--- src/rtl/stack_arbiter.sv ---
// rtl/stack_arbiter.sv - round-robin arbiter sharing one LIFO stack between two requesters
// Grants level-held push/pop requests and rejects overflow, underflow and push+pop conflicts.
module stack_arbiter #(
  parameter int WIDTH = 32
) (
  input  logic             clk,
  input  logic             rst,
  input  logic             req0_push,
  input  logic             req0_pop,
  input  logic [WIDTH-1:0] req0_data,
  input  logic             req1_push,
  input  logic             req1_pop,
  input  logic [WIDTH-1:0] req1_data,
  output logic             ack0,
  output logic             ack1,
  output logic             err0,
  output logic             err1,
  output logic [WIDTH-1:0] rdata0,
  output logic [WIDTH-1:0] rdata1,
  output logic             rvalid0,
  output logic             rvalid1,
  output logic             stk_push,
  output logic             stk_pop,
  output logic [WIDTH-1:0] stk_data,
  input  logic [WIDTH-1:0] stk_out,
  input  logic             stk_empty,
  input  logic             stk_full
);

  localparam logic [1:0] IDLE  = 2'd0;
  localparam logic [1:0] ISSUE = 2'd1;
  localparam logic [1:0] RDATA = 2'd2;

  logic [1:0]       state;
  logic             ptr;
  logic             gnt;
  logic             op_pop;

  logic             any0;
  logic             any1;
  logic             pick;
  logic             sel_push;
  logic             sel_pop;
  logic [WIDTH-1:0] sel_data;
  logic             bad;
  logic             do_push;
  logic             do_pop;

  always_comb begin
    any0     = req0_push | req0_pop;
    any1     = req1_push | req1_pop;
    // ptr holds the last winner, so a tie goes to the other requester
    pick     = (any0 & any1) ? ~ptr : any1;
    sel_push = pick ? req1_push : req0_push;
    sel_pop  = pick ? req1_pop  : req0_pop;
    sel_data = pick ? req1_data : req0_data;
    bad      = (sel_push & sel_pop) | (sel_push & stk_full) | (sel_pop & stk_empty);
    do_push  = sel_push & ~bad;
    do_pop   = sel_pop & ~bad;
  end

  always_ff @(posedge clk) begin
    if (rst) begin
      state    <= IDLE;
      ptr      <= 1'b1;
      gnt      <= 1'b0;
      op_pop   <= 1'b0;
      ack0     <= 1'b0;
      ack1     <= 1'b0;
      err0     <= 1'b0;
      err1     <= 1'b0;
      rdata0   <= '0;
      rdata1   <= '0;
      rvalid0  <= 1'b0;
      rvalid1  <= 1'b0;
      stk_push <= 1'b0;
      stk_pop  <= 1'b0;
      stk_data <= '0;
    end else begin
      ack0     <= 1'b0;
      ack1     <= 1'b0;
      err0     <= 1'b0;
      err1     <= 1'b0;
      rvalid0  <= 1'b0;
      rvalid1  <= 1'b0;
      stk_push <= 1'b0;
      stk_pop  <= 1'b0;
      stk_data <= '0;
      case (state)
        IDLE: begin
          if (any0 | any1) begin
            gnt      <= pick;
            ptr      <= pick;
            op_pop   <= do_pop;
            ack0     <= ~pick;
            ack1     <= pick;
            err0     <= ~pick & bad;
            err1     <= pick & bad;
            stk_push <= do_push;
            stk_pop  <= do_pop;
            stk_data <= do_push ? sel_data : '0;
            state    <= ISSUE;
          end
        end
        ISSUE: begin
          state <= op_pop ? RDATA : IDLE;
        end
        RDATA: begin
          // stk_out reflects the pop issued in the previous cycle
          if (gnt) begin
            rdata1  <= stk_out;
            rvalid1 <= 1'b1;
          end else begin
            rdata0  <= stk_out;
            rvalid0 <= 1'b1;
          end
          state <= IDLE;
        end
        default: state <= IDLE;
      endcase
    end
  end

endmodule
--- config.mk ---
export PLATFORM = sky130hd
export DESIGN_NAME = stack_arbiter
export DESIGN_NICKNAME = d
export VERILOG_FILES = /design/src/rtl/stack_arbiter.sv
export SDC_FILE = /design/constraint.sdc
export NUM_CORES = 1
export LEC_CHECK = 0
export CORE_ASPECT_RATIO = 1.25
export CORE_UTILIZATION = 40
export CTS_BUF_LIST = sky130_fd_sc_hd__clkbuf_4 sky130_fd_sc_hd__clkbuf_8
export DETAILED_ROUTE_END_ITERATION = 16
export PLACE_DENSITY_LB_ADDON = 0.25
export REMOVE_ABC_BUFFERS = 1
export SETUP_SLACK_MARGIN = 0.15
export SLEW_MARGIN = 20
export SYNTH_ARGS = -nofsm -noshare
export SYNTH_HDL_FRONTEND = slang
export SYNTH_SLANG_ARGS = --single-unit
--- constraint.sdc ---
create_clock -name clk -period 1.9 [get_ports clk]
set_input_delay 0.475 -clock clk [delete_from_list [all_inputs] [get_ports clk]]
set_output_delay 0.475 -clock clk [all_outputs]
set_load 0.005 [all_outputs]
==> summary.txt <==
Outcome
  • Outcome: completed

Routing
  • Vias: 3,915
  • Drt first pass iters: 4
  • DR iter-0 viols: between 100 and 150
  • DR DRC count: 0
  • Vias per cell: slightly below 5
  • DR WL/cell: between 10 and 15 um
  • Remaining antenna violation count after routing: 0
  • WL final: 11.1 mm

Clock tree
  • Clock slew at reported path FFs: 0.09 ns
  • CTS tree: done
  • CTS H-tree depth: 3
  • CTS buffer count: 9
  • Max Root-Sink Buffers: 2
  • Clock sinks: 109
  • Clock root buffer: clkbuf_8
  • Clock Latency Late Sink: approximately 0.36 ns

Placement
  • Post-DP HPWL: 7.98 mm
  • Port Buffers: 207
  • Setup WS pre-CTS: -0.208 ns
  • RePlAce Congestion: 0.908

Power
  • Power Dens Cells: between 600 and 700 mW/mm^2
  • Switching Fraction: 0.226
  • P_sw: 0.000970 W
  • P_int: between 0.003 and 0.004 W
  • Leakage: ~2.5 nW
  • Worst vdd ir: between 0.4 and 0.5 mV
  • Flop pwr share: 0.545
  • Power share of the combinational group: 0.131
  • Clock power share: 0.324

Worst setup path
  • Startpoint types: primary input
  • Worst EP required: ~2.1 ns
  • CP endpoint kind: flop
  • R2R setup slack: approximately 0.32 ns
  • Worst path arrival time: between 1.5 and 2 ns
  • Critical path class: primary input to flop
  • CP Max Fanout: 4

Die
  • Die Y: approximately 110 um
  • Placement Rows: 39
  • Die W: between 90 and 100 um
  • I/O pin count: 208
  • Starting density of the core: 0.418
  • Core footprint: around 0.0093 sq mm
  • Die area: around 0.010 sq mm

Synthesis
  • Syn Inst Count: around 480
  • Most common library cells after synthesis: nand2_1, dfxtp_1, a21oi_1
  • Post-synth EDFFs: 0
  • Register area share after synthesis: 0.560
  • Cell variety after synth: 37
  • Ys Warns: 0
  • FF+latch count, synth: 109
  • Synth top area cells: dfxtp_1, nand2_1, a21oi_1
  • Synth top area share: 0.560
  • Top-count cell post-synth: nand2_1
  • Synth async-reset ratio: 0
  • Top_reg_cell synth: dfxtp_1
  • Synthesized area: between 0.003 and 0.004 sq mm
  • Post-synth top area cell: dfxtp_1
  • Synthesized area per cell: between 8 and 9 sq um

Timing
  • Period minus WS final: between 1.5 and 2 ns
  • F_max: slightly below 600 MHz
  • Final setup fails: 0
  • Rel. slew slack: 0.529
  • Fin Setup TNS: 0 ns
  • Tcrit/Tclk final: 0.901
  • Slew @ Worst Pin: a little over 0.7 ns
  • RSZ-0062 raised after global routing: true
  • Final Hold Vio Count: 0
  • Clock Skew: ~0.012 ns
  • Max-slew violations: 0
  • Final setup margin: 0.189 ns

Global route
  • Antenna violations before repair: 0
  • First-pass GRT wire length: about 18 mm
  • Largest net degree at the start of global routing: just over 70
  • GRT Total Usage: 0.223
  • Grt ovf: 0
  • Vias in the first global route: around 3,900

Finish
  • Layout cells sized above 1: 0.0775
  • Layout net count: around 800
  • Inserted Diodes: 0
  • Area Overhead vs Synth: 63.7%
  • Fill cell count: 720

Min path
  • Hold WC Path Type: flop to flop

Run
  • Max-cap violations: 0
[power groups by stage]
stage / sequential, W / combinational [W] / clock [W]
after floorplan: 0.00239 / 0.000153 / 0
after global placement: 0.00239 / 0.000552 / 0
after detailed placement: 0.00239 / 0.000560 / 0
after CTS: 0.00234 / 0.000564 / 0.00143
after global routing: 0.00234 / 0.000614 / 0.00153
final: 0.00234 / 0.000563 / 0.00139
[state kept, by name, indices dropped and copies added, names as in the netlist, 2 cells and up]
name      flops
rdata0       32
rdata1       32
stk_data     32
state         2
[cell type report]
class | count | area [sq um] | area share
Tap cell | 123 | 154 | 0.0241
Timing Repair Buffer | 226 | 2300 | 0.360
Multi-Input combinational cell | 328 | 1520 | 0.238
Clock inverter | 4 | 47.5 | 0.00745
Inverter | 6 | 22.5 | 0.00353
Sequential cell | 109 | 2190 | 0.343
Clock buffer | 11 | 151 | 0.0237
[critical path: stages]
cell	delay (ns)
clkdlybuf4s50_1	0.46
or4_4	0.57
nor3b_2	0.21
mux2i_1	0.17
nor2_1	0.05
[cell usage in the layout (no fill, tap or decap), drive strengths merged, types with 2 or more instances in the layout]
cell type,instances
buf,20
a21oi,96
nor2,7
dfxtp,109
o21ai,4
clkbuf,11
dlymetal6s2s,11
clkdlybuf4s50,195
inv,6
nand2b,3
clkinv,2
nor3,3
nor3b,2
nand2,195
[worst paths after layout]
check          endpoint  cells after the start        from
min reg2reg  rdata1[16]                      2  rdata1[16]
min          rdata1[16]                      2  rdata1[16]
max                 gnt                      5   req0_push
max reg2reg  rdata0[21]                      4    state[1]
[cells by family (layout without fill, tap and decap cells)]
group	Yosys count	in the layout	synth area share
and+or+nand+nor	216	216	0.225
AOI/OAI and AO/OA	111	111	0.159
DFF	109	109	0.560
buffers and inverters	39	247	0.0542
muxes	1	1	0.00257
[stage by stage]
| stage | util | hold WS [ns] | instance area, sq um | instances | power, W |
|---|---|---|---|---|---|
| 4_1_cts | 0.680 | 0.460 | 6340 | 807 | 0.00433 |
| 5_1_grt | 0.685 | 0.479 | 6380 | 807 | 0.00448 |
| 2_1_floorplan | - | 0.445 | 3710 | 443 | 0.00254 |
| 3_5_place_dp | 0.659 | 0.447 | 6140 | 792 | 0.00295 |
| 3_3_place_gp | 0.659 | 0.441 | 6140 | 792 | 0.00294 |
| 6_report | 0.685 | 0.456 | 6380 | 807 | 0.00429 |
[what timing repair did]
| item | CTS | global route |
|---|---|---|
| hold buffers | 0 | 0 |
| buffers inserted | 0 | 0 |
| gates resized for setup | 0 | 18 |
| setup endpoints to repair | 0 | 41 |
[per-layer routing]
layer	share of wire	GRT usage
met5	0	0
met4	0.020	0.0892
met3	0.099	0.0867
met2	0.49	0.389
met1	0.39	0.242
Power figures use the tool's default switching activity.
